`src/rtl/mips_bus_pkg.sv`:
```
// Shared types and constants for the instruction/data memory port arbiter.
package mips_bus_pkg;

   typedef enum logic [1:0] {
      IDLE   = 2'd0,
      BUS_IF = 2'd1,
      BUS_D  = 2'd2,
      DONE   = 2'd3
   } bus_state_e;

   typedef enum logic {
      OWN_IF = 1'b0,
      OWN_D  = 1'b1
   } owner_e;

   localparam logic [31:0] ERR_RDATA      = 32'hDEADBEEF;
   localparam int unsigned STARVE_MAX_DEF = 4;
   localparam int unsigned TIMEOUT_DEF    = 255;

endpackage

```
`src/rtl/bus_timeout_ctr.sv`:
```
// Counts bus cycles without a memory acknowledge; flags the last allowed cycle.
module bus_timeout_ctr
   import mips_bus_pkg::*;
#(
   parameter int unsigned TIMEOUT = TIMEOUT_DEF
) (
   input  logic clk,
   input  logic reset,
   input  logic clear,
   input  logic enable,
   output logic expired
);

   // Expiry fires on the cycle the count would reach TIMEOUT, so the bus
   // stays busy for exactly TIMEOUT cycles.
   localparam logic [7:0] LIMIT = 8'(TIMEOUT - 1);

   logic [7:0] cnt_q, cnt_d;

   always_comb begin
      cnt_d = cnt_q;
      if (clear) begin
         cnt_d = 8'd0;
      end else if (enable) begin
         cnt_d = cnt_q + 8'd1;
      end
   end

   assign expired = enable && (cnt_q == LIMIT);

   always_ff @(posedge clk or negedge reset) begin
      if (!reset) begin
         cnt_q <= 8'd0;
      end else begin
         cnt_q <= cnt_d;
      end
   end

endmodule

```
`src/rtl/mem_port_arbiter.sv`:
```
// Arbitrates a fetch port and a data port onto one memory bus, with
// fetch anti-starvation and a bus timeout that completes with an error.
module mem_port_arbiter
   import mips_bus_pkg::*;
#(
   parameter int unsigned STARVE_MAX = STARVE_MAX_DEF,
   parameter int unsigned TIMEOUT    = TIMEOUT_DEF
) (
   input  logic        clk,
   input  logic        reset,
   input  logic        if_req,
   input  logic [31:0] if_addr,
   output logic        if_done,
   output logic [31:0] if_rdata,
   input  logic        d_req,
   input  logic        d_we,
   input  logic [31:0] d_addr,
   input  logic [31:0] d_wdata,
   output logic        d_done,
   output logic [31:0] d_rdata,
   output logic        mem_req,
   output logic        mem_we,
   output logic [31:0] mem_addr,
   output logic [31:0] mem_wdata,
   input  logic        mem_ack,
   input  logic [31:0] mem_rdata,
   output logic        err
);

   localparam logic [3:0] STARVE_LIM = 4'(STARVE_MAX);

   bus_state_e  state_q, state_d;
   owner_e      owner_q, owner_d;
   logic [3:0]  starve_q, starve_d;
   logic [31:0] addr_q, addr_d;
   logic [31:0] wdata_q, wdata_d;
   logic        we_q, we_d;
   logic [31:0] if_rdata_q, if_rdata_d;
   logic [31:0] d_rdata_q, d_rdata_d;
   logic        err_q, err_d;
   logic        in_bus;
   logic        tmo_clear, tmo_enable, tmo_expired;

   assign in_bus     = (state_q == BUS_IF) || (state_q == BUS_D);
   assign tmo_enable = in_bus && !mem_ack;

   always_comb begin
      state_d    = state_q;
      owner_d    = owner_q;
      starve_d   = starve_q;
      addr_d     = addr_q;
      wdata_d    = wdata_q;
      we_d       = we_q;
      if_rdata_d = if_rdata_q;
      d_rdata_d  = d_rdata_q;
      err_d      = err_q;
      tmo_clear  = 1'b0;

      unique case (state_q)
         IDLE: begin
            // A saturated counter only defers data while fetch is actually waiting.
            if (d_req && ((starve_q < STARVE_LIM) || !if_req)) begin
               state_d   = BUS_D;
               owner_d   = OWN_D;
               addr_d    = d_addr;
               wdata_d   = d_wdata;
               we_d      = d_we;
               err_d     = 1'b0;
               tmo_clear = 1'b1;
               if (if_req) begin
                  starve_d = starve_q + 4'd1;
               end
            end else if (if_req) begin
               state_d   = BUS_IF;
               owner_d   = OWN_IF;
               addr_d    = if_addr;
               wdata_d   = 32'd0;
               we_d      = 1'b0;
               err_d     = 1'b0;
               tmo_clear = 1'b1;
               starve_d  = 4'd0;
            end
         end
         BUS_IF, BUS_D: begin
            if (mem_ack) begin
               state_d = DONE;
               if (owner_q == OWN_IF) begin
                  if_rdata_d = mem_rdata;
               end else begin
                  d_rdata_d = mem_rdata;
               end
            end else if (tmo_expired) begin
               state_d = DONE;
               err_d   = 1'b1;
               if (owner_q == OWN_IF) begin
                  if_rdata_d = ERR_RDATA;
               end else begin
                  d_rdata_d = ERR_RDATA;
               end
            end
         end
         DONE: begin
            state_d = IDLE;
         end
         default: begin
            state_d = IDLE;
         end
      endcase
   end

   always_ff @(posedge clk or negedge reset) begin
      if (!reset) begin
         state_q    <= IDLE;
         owner_q    <= OWN_IF;
         starve_q   <= 4'd0;
         addr_q     <= 32'd0;
         wdata_q    <= 32'd0;
         we_q       <= 1'b0;
         if_rdata_q <= 32'd0;
         d_rdata_q  <= 32'd0;
         err_q      <= 1'b0;
      end else begin
         state_q    <= state_d;
         owner_q    <= owner_d;
         starve_q   <= starve_d;
         addr_q     <= addr_d;
         wdata_q    <= wdata_d;
         we_q       <= we_d;
         if_rdata_q <= if_rdata_d;
         d_rdata_q  <= d_rdata_d;
         err_q      <= err_d;
      end
   end

   bus_timeout_ctr #(
      .TIMEOUT (TIMEOUT)
   ) u_timeout (
      .clk     (clk),
      .reset   (reset),
      .clear   (tmo_clear),
      .enable  (tmo_enable),
      .expired (tmo_expired)
   );

   assign mem_req   = in_bus;
   assign mem_we    = we_q;
   assign mem_addr  = addr_q;
   assign mem_wdata = wdata_q;
   assign if_done   = (state_q == DONE) && (owner_q == OWN_IF);
   assign d_done    = (state_q == DONE) && (owner_q == OWN_D);
   assign err       = (state_q == DONE) && err_q;
   assign if_rdata  = if_rdata_q;
   assign d_rdata   = d_rdata_q;

endmodule

```
`config.mk`:
```
export PLATFORM = sky130hd
export DESIGN_NAME = mem_port_arbiter
export DESIGN_NICKNAME = d
export VERILOG_FILES = /design/src/rtl/mips_bus_pkg.sv /design/src/rtl/bus_timeout_ctr.sv /design/src/rtl/mem_port_arbiter.sv
export SDC_FILE = /design/constraint.sdc
export NUM_CORES = 1
export LEC_CHECK = 0
export CAP_MARGIN = 20
export CORE_AREA = 2 2 112 136
export CTS_CLUSTER_SIZE = 24
export DETAILED_ROUTE_END_ITERATION = 6
export DIE_AREA = 0 0 114 138
export PLACE_DENSITY = 0.79
export SETUP_SLACK_MARGIN = 0.4
export SLEW_MARGIN = 20
export SYNTH_ARGS = -nofsm -noshare
export SYNTH_HDL_FRONTEND = slang
export SYNTH_SLANG_ARGS = --single-unit
```
`constraint.sdc`:
```
create_clock -name clk -period 2.4 [get_ports clk]
set_clock_uncertainty 0.05 [all_clocks]
set_input_delay 0.48 -clock clk [delete_from_list [all_inputs] [get_ports clk]]
set_output_delay 0.48 -clock clk [all_outputs]
set_load 0.02 [all_outputs]
```
==> results of run 1 <==
## cells by family after synthesis
group | share of synthesized area [%]
AND/OR/NAND/NOR | 6.71
AO/OA/AOI/OAI | 19.3
multiplexers | 5.91
XOR/XNOR | 1.06
buffers and inverters | 3.32
flip-flops | 62.6
adder cells (fa/ha/maj) | 1.08
## metrics by stage
| stage | util, % | instances | hold WS, ps |
|---|---|---|---|
| floorplan | - | 460 | 134 |
| global placement | 59.3 | 885 | 414 |
| detailed placement | 59.3 | 885 | 420 |
| CTS | 63.1 | 918 | 436 |
| global route | 63.2 | 918 | 456 |
| finish | 63.2 | 918 | 431 |
## worst register-to-register path: stages (launching register included)
cell and delay [ps]:
dfrtp_1 380, inv_1 90, ha_4 310, inv_1 90
nor2_2 220, nand2_1 80, buf_4 230, o22a_1 240
## registers in the layout (all words and copies together) (netlist names)
| register | cells |
|---|---|
| d_rdata | 32 |
| err_q | 1 |
| if_rdata | 32 |
| mem_addr | 32 |
| mem_wdata | 32 |
| mem_we | 1 |
| owner_q | 1 |
| starve_q | 4 |
| state_q | 2 |
| u_timeout.cnt_q | 8 |
## timing repair
item,4_1_cts,5_1_grt
gates cloned,0,0
hold buffers,1,0
endpoints found under the hold margin,9,0
setup endpoints to repair,4,35
gates resized for setup,18,6
## worst paths after layout
kind / startpoint / end / slack, ps / cells after the start
min in group asynchronous: reset / if_rdata[22] / 580 / 2
min reg2reg: mem_addr[22] / mem_addr[22] / 430 / 2
max in group asynchronous: reset / mem_wdata[29] / 1060 / 3
min: mem_addr[22] / mem_addr[22] / 430 / 2
max: mem_addr[15] / mem_addr[15] / 460 / 1
max reg2reg: state_q[0] / if_rdata[5] / 590 / 7
## final cells by class
class | count | area, um2
clock inverters | 14 | 124
repair buffers | 280 | 2800
inverters | 4 | 15.0
clock buffers | 18 | 429
well taps | 178 | 223
multi-input cells | 279 | 2000
fillers | 1131 | 5370
flip-flops and latches | 145 | 3630
## placed cells by master, fill, tap and decap left out, drive strengths merged
cell type and n:
clkdlybuf4s50 258, dfrtp 145, nand2 54, o22a 48
o21ai 46, a22o 43, mux2i 32, clkbuf 19
buf 17, nor2 12, inv 10, xor2 6
and2 5, nand4 5, clkinv 5, ha 5
o21a 4, clkinvlp 3, dlymetal6s2s 3, nor2b 2
a21o 2, mux2 2, and3 2, nand3 2
and4 2, nor3b 1, nand2b 1, and4b 1
a211oi 1, xnor2 1, o22ai 1, o41ai 1
dlygate4sd3 1
## layer usage
metal | vias to the layer above | wire length [um] | share of wire (%)
met5 | - | 0 | 0
met4 | 0 | 179 | 1.1
met3 | 14 | 1460 | 8.8
met2 | 214 | 8470 | 51
met1 | 2385 | 6500 | 39
li1 | 2208 | - | -
## power breakdown
part	switching [W]	internal [W]	leakage [nW]	total [W]
Clock	0.00112	0.00136	0.262	0.00248
Sequential	0.000686	0.00356	1.76	0.00424
Combinational	0.00313	0.00302	2.01	0.00616
Total	0.00494	0.00794	4.04	0.0129
==> flow_metrics.py, run 1 <==
metrics = {
    "status": {
        "outcome": "complete, no violations",
    },
    "worst_hold_path": {
        "holdCritPathClass": "flip-flop to flip-flop",
    },
    "clocking": {
        "postCtsSetupBuffers": 0,
        "root_buffer": "clkbuf_16",
        "tritoncts": "done",
        "clock-sinks": 145,
        "clkSlewWorstSetupHoldPaths_ps": 70,
        "h-tree-depth": 4,
        "clkLatencyLatePin_ps": 410,
        "cts_buffers": 17,
        "clk_path_buf_depth": 2,
    },
    "yosys": {
        "syn_avg_cell_area_um2": 12.6,
        "syn-instance-count": 460,
        "yosysSeqAreaShare_pct": 62.6,
        "netlist_area_mm2": 0.00580,
        "yosysUniqueCellTypes": 35,
        "synth_commonest_cells": "145 x dfrtp_1, 54 x nand2_1, 48 x o22a_1, 43 x a22o_1, 40 x o21ai_0",
        "synth_top_area_share_pct": 62.6,
        "synth_enable_flop_cells": 0,
        "synth_fp_nets": 599,
        "synth_warnings": 0,
        "synthFlopType": "dfrtp_1",
        "synth_top_area_cell": "dfrtp_1",
        "yosys-top-cells-area": "dfrtp_1 63%, o22a_1 7.3%, a22o_1 6.5%",
        "yosysMostFrequentCell": "dfrtp_1",
        "ys_seq_elements": 145,
        "synthArstFlopShare_pct": 100,
    },
    "routing": {
        "routed_via_density": 5.25,
        "via_count": 4821,
        "drt_pre_antenna_iters": 5,
        "ant_nets": 0,
        "wl_um": 16600,
        "wire_per_inst_um": 18.1,
        "drc_errors": 0,
        "drt-initial-drc-count": 295,
    },
    "sta": {
        "hold_violations": 0,
        "worst_slew_pin_slew_ps": 569,
        "slew_viol_final": 0,
        "post-route-min-period_ps": 1940,
        "relSlewSlack_pct": 62.1,
        "rsz0062_at_grt": "no",
        "min_period_over_period_pct": 80.9,
        "max_freq_mhz": 515,
        "fin_tns_setup_ps": 0,
        "setup_slack_ps": 458,
        "setup_viol": 0,
    },
    "power_and_ir_drop": {
        "total_power_w": 0.0129,
        "p_leak_nw": 4.04,
        "p_per_area_mw_per_mm2": 1400,
        "ir_drop_mv": 0.698,
    },
    "floorplan": {
        "die_y_um": 138,
        "rows": 49,
        "start_util_pct": 39.7,
        "ioPinCount": 267,
        "die_x_um": 114,
        "die-area_mm2": 0.0157,
        "core_mm2": 0.0146,
    },
    "critical_path": {
        "worstPathArrival_ps": 1410,
        "critPathRequiredTime_ps": 1870,
        "cp-end-kind": "primary output",
        "worstSetupPathType": "flip-flop to primary output",
        "path_max_fanout": 2,
        "cp-start-kind": "flip-flop",
        "crit_slowest_cell": "clkdlybuf4s50_1",
        "path_buf_inv": 1,
        "path_cells": "clkdlybuf4s50_1",
        "path_delay_family": "buffers and inverters",
        "max_stage_delay_ps": 640,
    },
    "finish": {
        "fin_nets": 866,
        "antenna_cells": 0,
        "synthToLayoutAreaGrowth_pct": 59.1,
        "final_area_mm2": 0.00922,
        "drive_above_1_share_pct": 8.24,
    },
    "global_routing": {
        "gr-usage-met3_pct": 7.32,
        "track_usage_pct": 21.2,
        "met2_usage_pct": 37.1,
        "grt_overflow": 0,
        "use_met1_pct": 24.3,
        "grt_pass1_vias": 5182,
        "antenna_found_initial": 0,
        "grt_max_degree": 70,
        "top_usage_layer": "met2",
        "grt_pass1_wl_um": 26500,
    },
    "flow_run": {
        "drv_cap": 0,
    },
    "placement": {
        "dpl_cell_area_mm2": 0.00865,
        "place_ws_ps": 192,
        "gp_congestion": 0.791,
        "hpwl_um": 12400,
        "io_buffer_count": 266,
    },
}
(Power assumes the default switching activity.)
==> inputs of run 2 (changes only) <==
==> constraint.sdc (replaced) <==
create_clock -name clk -period 1.8 [get_ports clk]
set_clock_uncertainty 0.05 [all_clocks]
set_input_delay 0.36 -clock clk [delete_from_list [all_inputs] [get_ports clk]]
set_output_delay 0.36 -clock clk [all_outputs]
set_load 0.02 [all_outputs]
==> flow_metrics.py, run 2 (synthesis gave the netlist of run 1 again) <==
metrics = {
    "sta": {
        "relSlewSlack_pct": 72.6,
        "min_period_over_period_pct": 95.6,
        "hold_violations": 0,
        "slew_viol_final": 0,
        "max_freq_mhz": 581,
        "worst_slew_pin_slew_ps": 410,
        "rsz0062_at_grt": "yes",
        "setup_viol": 0,
        "post-route-min-period_ps": 1720,
    },
    "global_routing": {
        "grt_pass1_wl_um": 26700,
        "track_usage_pct": 21.5,
        "grt_overflow": 0,
        "antenna_found_initial": 1,
        "grt_max_degree": 73,
        "grt_pass1_vias": 5102,
    },
    "routing": {
        "via_count": 5535,
        "ant_nets": 0,
        "drt_pre_antenna_iters": 5,
        "drc_errors": 0,
        "routed_via_density": 5.50,
        "wire_per_inst_um": 21.3,
        "wl_um": 21500,
        "drt-initial-drc-count": 439,
    },
    "critical_path": {
        "r2r_cells": 4,
        "worstSetupPathType": "flip-flop to flip-flop",
        "path_max_fanout": 24,
        "critPathRequiredTime_ps": 2090,
        "cp-start-kind": "flip-flop",
        "cp-end-kind": "flip-flop",
        "worstPathArrival_ps": 2010,
        "rrSetupSlack_ps": 80,
    },
    "clocking": {
        "h-tree-depth": 4,
        "clkLatencyLatePin_ps": 410,
        "cts_buffers": 17,
        "clk_path_buf_depth": 2,
        "clock-sinks": 145,
        "clkSlewWorstSetupHoldPaths_ps": 70,
        "tritoncts": "done",
        "root_buffer": "clkbuf_16",
    },
    "floorplan": {
        "die_x_um": 114,
        "rows": 49,
        "die-area_mm2": 0.0157,
        "start_util_pct": 39.7,
        "core_mm2": 0.0146,
        "ioPinCount": 267,
        "die_y_um": 138,
    },
    "placement": {
        "post-place-cells": 894,
        "gp_congestion": 0.794,
        "io_buffer_count": 266,
        "hpwl_um": 12200,
        "dpl_cell_area_mm2": 0.00881,
    },
    "worst_hold_path": {
        "holdCritPathClass": "primary input to asynchronous set/reset pin",
    },
    "flow_run": {
        "drv_cap": 0,
    },
    "finish": {
        "mostFrequentLayoutCells": "145 x dfrtp_1, 131 x clkdlybuf4s50_1, 74 x buf_2, 74 x buf_4, 52 x buf_6",
        "final_core_util_pct": 71.1,
        "final_cells": 1006,
        "final_area_mm2": 0.0104,
        "synthToLayoutAreaGrowth_pct": 79.0,
        "drive_above_1_share_pct": 42.6,
        "mostFrequentLayoutCell": "dfrtp_1",
        "fin_nets": 953,
    },
    "power_and_ir_drop": {
        "ir_drop_mv": 0.920,
        "p_per_area_mw_per_mm2": 1940,
        "p_leak_nw": 4.89,
    },
    "status": {
        "outcome": "complete, no violations",
    },
}
run 2: cell count changes in the layout (fill, tap and decap cells not counted), moves of 9 or more:
cell / change
clkdlybuf4s50_1: -127
buf_2: +71
buf_4: +64
buf_6: +51
nand2_1: -37
o21ai_0: -36
o21ai_2: +23
nand2_4: +21
nand2_2: +16
clkbuf_16: +12
o21ai_1: +10
buf_12: +9
run 2: path summary, 6_finish.rpt:
kind	startpoint	to
min in group clk	mem_wdata[1]	mem_wdata[1]
worst min-delay path	reset	if_rdata[20]
worst max register to register	u_timeout.cnt_q[3]	d_rdata[19]
worst max-delay path	u_timeout.cnt_q[3]	d_rdata[19]
worst min register to register	mem_wdata[1]	mem_wdata[1]
max in group asynchronous	reset	mem_wdata[17]
run 2: report_power, final:
group	total [W]	internal (W)	switching (W)
registers	0.00589	0.00474	0.00115
clock network	0.00361	0.00202	0.00159
logic	0.0106	0.00525	0.00533
total	0.0201	0.0120	0.00807
run 2: area by class of cell:
cell class	count	area, um2
antenna	1	2.50
clock buffer	18	439
sequential	145	3630
inverter	4	15.0
timing repair buffer	364	3490
multi-input combinational	282	2420
tap	178	223
clock inverter	14	161
fill	944	4210
run 2: through the flow:
stage	TNS (ps)	hold slack [ps]	power, W	setup WS (ps)
after CTS	0	284	0.0166	65.0
after global routing	0	302	0.0210	28.0
after floorplan	0	14.4	0.0100	158
final	0	291	0.0201	79.1
after detailed placement	-3690	157	0.0142	-103
after global placement	-862	151	0.0139	-50.1
run 2: critical path, stage by stage (launching register included):
cell and delay, ps:
dfrtp_1 420, and4_1 270, and4_4 350, o21a_4 330
o22a_1 230
run 2: per-layer routing:
layer | up-vias | routed length [um] | GRT usage (%)
li1 | 2410 | - | -
met1 | 2756 | 7860 | 26.6
met2 | 320 | 11200 | 36.9
met3 | 49 | 1660 | 5.66
met4 | 0 | 739 | 5.97
met5 | - | 0 | 0
run 2: timing repair:
item / CTS / global route
gates resized for setup: 554 / 253
hold buffers: 1 / 0
cloned: 0 / 23
hold endpoints to repair: 54 / 0
endpoints found under the setup margin: 274 / 210
pin swaps: 1 / 53
buffers inserted: 6 / 49
==> inputs of run 3 (changes only) <==
--- a/config.mk
+++ b/config.mk
@@ -5,8 +5,10 @@
 export SDC_FILE = /design/constraint.sdc
 export NUM_CORES = 1
 export LEC_CHECK = 0
+export ABC_CLOCK_PERIOD_IN_PS = 1800
 export CAP_MARGIN = 20
 export CORE_AREA = 2 2 112 136
+export CTS_CLUSTER_DIAMETER = 30
 export CTS_CLUSTER_SIZE = 24
 export DETAILED_ROUTE_END_ITERATION = 6
 export DIE_AREA = 0 0 114 138
==> results of run 3 <==
Final layout, timing and power as in run 2 (identical DEF).
